File: config.mk
export PLATFORM = sky130hd
export DESIGN_NAME = branch_target_predictor_flat
export DESIGN_NICKNAME = d
export VERILOG_FILES = /design/src/rtl/branch_target_predictor_pkg.sv /design/src/rtl/branch_target_predictor_if.sv /design/src/rtl/branch_target_predictor_table.sv /design/src/rtl/branch_target_predictor.sv /design/src/flat_wrapper.sv
export SDC_FILE = /design/constraint.sdc
export NUM_CORES = 1
export LEC_CHECK = 0
export CAP_MARGIN = 30
export CORE_MARGIN = 2
export CORE_UTILIZATION = 60
export DETAILED_ROUTE_END_ITERATION = 16
export PLACE_DENSITY = 0.85
export SYNTH_ARGS = -nofsm -noshare
export SYNTH_HDL_FRONTEND = slang
export SYNTH_SLANG_ARGS = --single-unit
File: constraint.sdc
create_clock -name clk -period 5.12 [get_ports clk]
set_input_delay 0.512 -clock clk [delete_from_list [all_inputs] [get_ports clk]]
set_output_delay 0.512 -clock clk [all_outputs]
set_load 0.01 [all_outputs]
File: src/rtl/branch_target_predictor_pkg.sv
// Shared types for the fetch-stage branch predictor: 2-bit direction counter
// encoding, its reset value and the saturating training rule.
package bp_pkg;

   typedef enum logic [1:0] {
      STRONG_NT = 2'b00,
      WEAK_NT   = 2'b01,
      WEAK_T    = 2'b10,
      STRONG_T  = 2'b11
   } bp_ctr_t;

   localparam bp_ctr_t BP_CTR_RESET = WEAK_NT;

   function automatic bp_ctr_t sat_update(bp_ctr_t ctr, logic taken);
      bp_ctr_t next;
      next = ctr;
      if (taken) begin
         if (ctr != STRONG_T) next = bp_ctr_t'(ctr + 2'd1);
      end else begin
         if (ctr != STRONG_NT) next = bp_ctr_t'(ctr - 2'd1);
      end
      return next;
   endfunction

endpackage

File: src/rtl/branch_target_predictor_if.sv
// Fetch lookup, decode training and statistics signals of the branch predictor.
// master = pipeline side driving PCs/training, slave = the predictor.
interface branch_target_predictor_if #(
   parameter int unsigned PC_W = 16
);
   logic [PC_W-1:0] PC_curr;
   logic            lookup_en;
   logic            prediction;
   logic [PC_W-1:0] predicted_target;
   logic [PC_W-1:0] IF_ID_PC_curr;
   logic            wen_BHT;
   logic            actual_taken;
   logic            wen_BTB;
   logic [PC_W-1:0] branch_target;
   logic            mispredict;
   logic [15:0]     lookup_cnt;
   logic [15:0]     mispredict_cnt;

   modport master (
      output PC_curr, lookup_en, IF_ID_PC_curr, wen_BHT, actual_taken,
             wen_BTB, branch_target, mispredict,
      input  prediction, predicted_target, lookup_cnt, mispredict_cnt
   );

   modport slave (
      input  PC_curr, lookup_en, IF_ID_PC_curr, wen_BHT, actual_taken,
             wen_BTB, branch_target, mispredict,
      output prediction, predicted_target, lookup_cnt, mispredict_cnt
   );
endinterface

File: src/rtl/branch_target_predictor_table.sv
// Flop-based table: whole array visible combinationally, one synchronous
// write port, synchronous reset of every entry to RESET_VAL.
module bp_table #(
   parameter int unsigned     WIDTH     = 2,
   parameter int unsigned     DEPTH     = 8,
   parameter logic [WIDTH-1:0] RESET_VAL = '0
) (
   input  logic                             clk,
   input  logic                             rst_n,
   input  logic                             wen,
   input  logic [$clog2(DEPTH)-1:0]         waddr,
   input  logic [WIDTH-1:0]                 wdata,
   output logic [DEPTH-1:0][WIDTH-1:0]      q
);

   always_ff @(posedge clk) begin
      if (!rst_n) begin
         q <= {DEPTH{RESET_VAL}};
      end else if (wen) begin
         q[waddr] <= wdata;
      end
   end

endmodule

File: src/rtl/branch_target_predictor.sv
// Direct-mapped BHT of 2-bit counters plus tagged BTB, looked up with the fetch
// PC and trained from decode; also counts lookups and mispredicts.
module branch_target_predictor
   import bp_pkg::*;
#(
   parameter int unsigned NUM_ENTRIES = 8,
   parameter int unsigned PC_W        = 16
) (
   input  logic                      clk,
   input  logic                      rst_n,
   branch_target_predictor_if.slave  bus
);

   localparam int unsigned INDEX_W = $clog2(NUM_ENTRIES);
   localparam int unsigned TAG_W   = PC_W - INDEX_W - 1;
   localparam int unsigned BTB_W   = 1 + TAG_W + PC_W;

   logic [INDEX_W-1:0]                    idx;
   logic [INDEX_W-1:0]                    upd_idx;
   logic [TAG_W-1:0]                      tag;
   logic [TAG_W-1:0]                      upd_tag;
   logic [NUM_ENTRIES-1:0][1:0]           bht_q;
   logic [NUM_ENTRIES-1:0][BTB_W-1:0]     btb_q;
   logic [BTB_W-1:0]                      entry;
   logic [BTB_W-1:0]                      btb_wdata;
   logic [1:0]                            bht_wdata;
   logic                                  hit;
   logic                                  unused_pc_lsb;

   // PC bit 0 is always zero, so it takes part in neither index nor tag.
   assign unused_pc_lsb = bus.PC_curr[0] ^ bus.IF_ID_PC_curr[0];

   always_comb begin
      idx       = bus.PC_curr[INDEX_W:1];
      tag       = bus.PC_curr[PC_W-1:INDEX_W+1];
      upd_idx   = bus.IF_ID_PC_curr[INDEX_W:1];
      upd_tag   = bus.IF_ID_PC_curr[PC_W-1:INDEX_W+1];
      entry     = btb_q[idx];
      hit       = entry[BTB_W-1] && (entry[BTB_W-2 -: TAG_W] == tag);
      bht_wdata = sat_update(bp_ctr_t'(bht_q[upd_idx]), bus.actual_taken);
      btb_wdata = {1'b1, upd_tag, bus.branch_target};
      bus.prediction       = hit && bht_q[idx][1];
      bus.predicted_target = hit ? entry[PC_W-1:0] : '0;
   end

   bp_table #(
      .WIDTH     (2),
      .DEPTH     (NUM_ENTRIES),
      .RESET_VAL (BP_CTR_RESET)
   ) u_bht (
      .clk   (clk),
      .rst_n (rst_n),
      .wen   (bus.wen_BHT),
      .waddr (upd_idx),
      .wdata (bht_wdata),
      .q     (bht_q)
   );

   bp_table #(
      .WIDTH     (BTB_W),
      .DEPTH     (NUM_ENTRIES),
      .RESET_VAL ('0)
   ) u_btb (
      .clk   (clk),
      .rst_n (rst_n),
      .wen   (bus.wen_BTB),
      .waddr (upd_idx),
      .wdata (btb_wdata),
      .q     (btb_q)
   );

   always_ff @(posedge clk) begin
      if (!rst_n) begin
         bus.lookup_cnt     <= '0;
         bus.mispredict_cnt <= '0;
      end else begin
         if (bus.lookup_en && (bus.lookup_cnt != '1))
            bus.lookup_cnt <= bus.lookup_cnt + 16'd1;
         if (bus.mispredict && (bus.mispredict_cnt != '1))
            bus.mispredict_cnt <= bus.mispredict_cnt + 16'd1;
      end
   end

endmodule

File: src/flat_wrapper.sv
// flat-port wrapper written by rule: the top's interface ports become plain ports
module branch_target_predictor_flat import bp_pkg::*;
#(
   parameter int unsigned NUM_ENTRIES = 8,
   parameter int unsigned PC_W        = 16
)
  (clk, rst_n, bus_PC_curr, bus_lookup_en, bus_IF_ID_PC_curr, bus_wen_BHT, bus_actual_taken, bus_wen_BTB, bus_branch_target, bus_mispredict, bus_prediction, bus_predicted_target, bus_lookup_cnt, bus_mispredict_cnt);
  branch_target_predictor_if #(.PC_W(PC_W)) bus_i ();
  input  logic clk;
  input  logic rst_n;
  input wire logic [$bits(bus_i.PC_curr)-1:0] bus_PC_curr;
  input wire logic [$bits(bus_i.lookup_en)-1:0] bus_lookup_en;
  input wire logic [$bits(bus_i.IF_ID_PC_curr)-1:0] bus_IF_ID_PC_curr;
  input wire logic [$bits(bus_i.wen_BHT)-1:0] bus_wen_BHT;
  input wire logic [$bits(bus_i.actual_taken)-1:0] bus_actual_taken;
  input wire logic [$bits(bus_i.wen_BTB)-1:0] bus_wen_BTB;
  input wire logic [$bits(bus_i.branch_target)-1:0] bus_branch_target;
  input wire logic [$bits(bus_i.mispredict)-1:0] bus_mispredict;
  output wire logic [$bits(bus_i.prediction)-1:0] bus_prediction;
  output wire logic [$bits(bus_i.predicted_target)-1:0] bus_predicted_target;
  output wire logic [$bits(bus_i.lookup_cnt)-1:0] bus_lookup_cnt;
  output wire logic [$bits(bus_i.mispredict_cnt)-1:0] bus_mispredict_cnt;
  assign bus_i.PC_curr = bus_PC_curr;
  assign bus_i.lookup_en = bus_lookup_en;
  assign bus_i.IF_ID_PC_curr = bus_IF_ID_PC_curr;
  assign bus_i.wen_BHT = bus_wen_BHT;
  assign bus_i.actual_taken = bus_actual_taken;
  assign bus_i.wen_BTB = bus_wen_BTB;
  assign bus_i.branch_target = bus_branch_target;
  assign bus_i.mispredict = bus_mispredict;
  assign bus_prediction = bus_i.prediction;
  assign bus_predicted_target = bus_i.predicted_target;
  assign bus_lookup_cnt = bus_i.lookup_cnt;
  assign bus_mispredict_cnt = bus_i.mispredict_cnt;
  branch_target_predictor #(.NUM_ENTRIES(NUM_ENTRIES), .PC_W(PC_W)) u_core (.clk(clk), .rst_n(rst_n), .bus(bus_i));
endmodule
## Word-level counts from Yosys, hierarchy flattened

Cells that the tools add are included.

| storage, ports and cells | value |
|---|---|
| bits in latches | 0 |
| word-level logic and storage cells | 51 |
| register bits | 280 |
| memories kept | 0 |
| input port bits | 55 |
| bits in read-only memories | 0 |
| RAM bits | 0 |

| operators by class | value |
|---|---|
| reduce and logical (&&, ||, !) cells | 6 |
| add/subtract/negate cells | 4 |
| $lt $le $gt $ge | 3 |
| equal/unequal tests | 4 |
| shift-type cells | 0 |
| divide/modulo/power cells | 0 |
| multiplexer cells | 16 |
| bitwise logic cells | 0 |
| multiply operators | 0 |

Operators with widths:

| kind | count |
|---|---|
| $bwmux 232 | 1 |
| $bmux 29 s3 | 1 |
| $demux 29 s3 | 1 |
| $mux 29 | 2 |
| $add 16x1->16 const B | 2 |
| $ne 16x16->1 const B | 2 |
| $bwmux 16 | 1 |
| $mux 16 | 1 |
| $bmux 2 s3 | 2 |
| $eq 12x12->1 | 1 |
| $mux 2 | 6 |
| $lt 3x4->1 const B | 2 |
| $demux 2 s3 | 1 |
| $logic_and 1x1->1 | 5 |
| $ge 3x1->1 const B | 1 |
| $add 2x1->2 const B | 1 |
| $ne 2x2->1 const B | 1 |
| $reduce_bool 2->1 | 1 |
| $sub 2x1->2 const B | 1 |

## Depth between registers and ports, before layout

| depth | value |
|---|---|
| word-level depth | 6 |
| gate-level depth with buffers | 10 |
| gate-level depth less buffers | 7 |

## Cells and area by module

From an unflattened synthesis, not the netlist that was laid out.

| second synthesis, totals | value |
|---|---|
| cell total of the unflattened synthesis | 1209 |
| area, all modules | 12888.6 um^2 |

Modules (own cells, without submodules):

| module | area an instance (um^2) | seq. area each (um^2) | instances | cells an instance |
|---|---|---|---|---|
| bp_table at u_core.u_btb | 8351.8 | 4644.5 | 1 | 787 |
| branch_target_predictor | 3876.2 | 640.6 | 1 | 362 |
| bp_table at u_core.u_bht | 660.6 | 320.3 | 1 | 60 |

## Worst setup path before layout

OpenSTA, ideal clock, no wires.

| timing | value |
|---|---|
| path kind | input to output |
| start | input bus_PC_curr[2] |
| end | output bus_predicted_target[10] |
| cell stages on the path | 8 |
| data arrival time | 2320 ps |
| setup slack | 2288 ps |
| data required time | 4608 ps |
| cells stage by stage | buf_6 mux2i_1 mux4_2 xor2_1 o221a_2 nand4_1 buf_6 nor4_2 |

| on the way | value |
|---|---|
| longest elaborated chain between the ends | 5 |

Ends and longest elaborated chain:

| item | line | source |
|---|---|---|
| start, declared | flat_wrapper.sv:11 | `input wire logic [$bits(bus_i.PC_curr)-1:0] bus_PC_curr;` |
| $bmux 29 s3 * | branch_target_predictor.sv:38 | `entry = btb_q[idx];` |
| $mux 29 (not written as such) * | branch_target_predictor.sv:38 |  |
| $eq 12x12->1 | branch_target_predictor.sv:39 | `hit = entry[BTB_W-1] && (entry[BTB_W-2 -: TAG_W] == tag);` |
| $logic_and 1x1->1 | branch_target_predictor.sv:39 |  |
| $mux 16 * | branch_target_predictor.sv:43 | `bus.predicted_target = hit ? entry[PC_W-1:0] : '0;` |
| end, declared | flat_wrapper.sv:20 | `output wire logic [$bits(bus_i.predicted_target)-1:0] bus_predicted_target;` |

Every way passes the cells marked *; elsewhere a longest branch is shown, timed or not. The select of a mux whose other input is x is not followed.

## Worst setup path in the final report

| timing | value |
|---|---|
| start | input bus_PC_curr[3] |
| end | output bus_predicted_target[1] |

Same word-level chain as after synthesis.

==> reports/results.ini <==
[worst_setup_path]
critPathTopFamily = buffers and inverters
critical_path_class = input pin to output port
critPathLaunch = bus_PC_curr[3]
cp-start-kind = input pin
crit_fanout = 18
path_buf_inv = 4
cp-end-kind = output port
rr_startpoint = u_core.bus.mispredict_cnt[4]
cpMaxStageDelayCell = clkdlybuf4s50_1
cpMostUsedCell = buf_4
cpPeakStageDelay_ps = 620
cp.arrival_ps = 3610
cp_cell_sequence = buf_2 > buf_4 > mux2_2 > o22ai_1 > a311oi_1 > xnor2_1 > nand4_2 > buf_4 > nor4_1 > clkdlybuf4s50_1
worstPathRequired_ps = 4610

[synthesis]
syn_area_um2 = 13140
yosysTopAreaCell = dfxtp_1
postSynthCellCount = 1471
synth-async-reset-ratio_pct = 0
synth.ff_latch_count = 280
synth_top_area_share_pct = 42.67
synth_cell_type_count = 48
ys_top_cells_by_area = dfxtp_1, nand2_1, a21boi_0, mux4_2, mux2i_1
synth-warning-count = 0
synth_edf_count = 0
synth.avg_cell_area_um2 = 8.929
ys.flop_type = dfxtp_1
synth-seq-area-share_pct = 42.67
synth.net_count = 1528

[power_and_ir_drop]
peakVddDrop_v = 0.0002161
power.leakage_nw = 5.188
p_per_area_nw_per_um2 = 312.1

[clock_tree]
clkSinkCount = 280
cts_resized = 0
root_buffer = clkbuf_16
holdBufCountCts = 0
cts_tree = built
clkTransAtPathRegs_ps = 60
cts_buffer_depth = 3
numCtsBuffers = 29
clock_latency_ps = 540
post_cts_buffers = 0
htree_levels = 1

[placed_design]
place_congestion = 0.8296
port_buffers = 101
placed_cell_area_um2 = 14110
dp_hpwl_mm = 20.08

[grt]
met2_usage_pct = 51.01
grt_most_used_layer = met2
grt_pass1_vias = 10640
grt_max_degree = 161
grt_first_pass_wirelength_mm = 54.70
antenna_found_initial = 0
track_usage_pct = 28.67
overflow = 0
grt_util_met1_pct = 35.73
use_met3_pct = 4.364

[routing]
ant_nets = 0
wl_per_cell_um = 18.67
vias = 10630
drt-total-wl_mm = 33.72
drt-initial-drc-count = 880
drc = 0
vias_per_cell = 5.884
drtPass1Iterations = 7

[layout]
final_common_cell = nand2_1
design_area_um2 = 15050
antenna_cells = 0
mostFrequentLayoutCells = nand2_1, dfxtp_1, a21boi_0
seqCellArea_um2 = 5605
fill_cells = 1616
final_nets = 1562
drive_above_1_share_pct = 10.16
area_growth_pct = 14.55
multi_input_area_um2 = 6882

[hold_path]
hold_path.class = flip-flop to flip-flop
min_from = u_core.u_btb.q[137]

[floorplan]
fp.dieW_um = 152.0
initial_core_util_pct = 60.56
io_pins = 104
core-area_um2 = 21690
die_h_um = 152.0
die_area_um2 = 23090
num_rows = 54

[sta]
rsz0062_at_grt = false
setup_violations = 0
period_share_pct = 80.49
fmaxAchievable_mhz = 242.6
setup-tns-final_ps = 0
hold-worst-slack_ps = 459.9
min_period_ps = 4121
slew_headroom_pct = 35.07
finalHoldViolCount = 0
tightest_slew_ps = 973.9
slew_viol_final = 0
finClkSkew_ps = 4.960

[job]
drv_cap = 0

[outcome]
outcome = complete, no violations

cell families (layout without fill, tap and decap cells):
logic type | count (synthesis) | in the layout | synth area share (%)
AND/OR/NAND/NOR | 631 | 631 | 20.84
adder cells (fa/ha/maj) | 3 | 3 | 0.2667
buffers and inverters | 136 | 191 | 5.125
XOR/XNOR | 39 | 39 | 2.601
flip-flops | 280 | 280 | 42.67
multiplexers | 110 | 110 | 12.96
AO/OA/AOI/OAI | 272 | 272 | 15.53
registers in the layout, indices dropped and copies added, names as in the netlist:
| signal | cells |
|---|---|
| u_core.u_btb.q | 232 |
| u_core.bus.mispredict_cnt | 16 |
| u_core.u_bht.q | 16 |
| u_core.bus.lookup_cnt | 16 |
worst min-delay path: stages, from the launching register on:
cell and delay [ps]:
dfxtp_1 310, nand2_1 40, a21boi_0 60
cell type report:
class	instances	area share (%)
clock buffer	45	5.821
multi-input combinational	1055	45.73
clock inverter	7	0.4241
inverter	7	0.1746
timing repair buffer	132	8.265
tap	280	2.328
sequential	280	37.25
final timing paths:
kind,endpoint,slack (ps),cells after the start
hold reg to reg,u_core.u_btb.q[137],460,2
setup / recovery,bus_predicted_target[1],1000,10
hold / removal,u_core.u_btb.q[137],460,2
setup reg to reg,u_core.bus.mispredict_cnt[15],3050,6
power by group:
| part | leakage [nW] | internal (mW) | switching [mW] |
|---|---|---|---|
| clock network | 0.469 | 1.22 | 0.846 |
| logic | 2.45 | 0.162 | 0.219 |
| registers | 2.27 | 2.23 | 0.0261 |
synth_stat cells (9+ instances only):
cell,number
nor4_1,10
nor4_2,10
nor2_1,12
o21a_1,9
buf_2,14
a21boi_0,227
mux2i_1,52
xnor2_1,14
dfxtp_1,280
and2_1,19
nand3_1,28
mux4_2,47
nand4_1,12
clkbuf_1,73
nor2b_1,29
nand2_1,485
xor2_1,25
buf_4,22
routing by layer:
metal,vias up,share of wire (%)
met2,392,51
li1,5035,-
met5,-,0
met1,5129,40
met4,0,2.4
met3,70,7.3
through the flow:
| step | cells | worst slack [ps] | power, mW | util [%] |
|---|---|---|---|---|
| global placement | 1752 | 1125 | 2.662 | 64.92 |
| floorplan | 1471 | 2288 | 2.557 | - |
| global route | 1806 | 857.1 | 4.839 | 69.38 |
| CTS | 1806 | 1018 | 4.712 | 69.38 |
| finish | 1806 | 998.8 | 4.696 | 69.38 |
| detailed placement | 1754 | 1091 | 2.672 | 65.05 |
(Power assumes the default switching activity.)
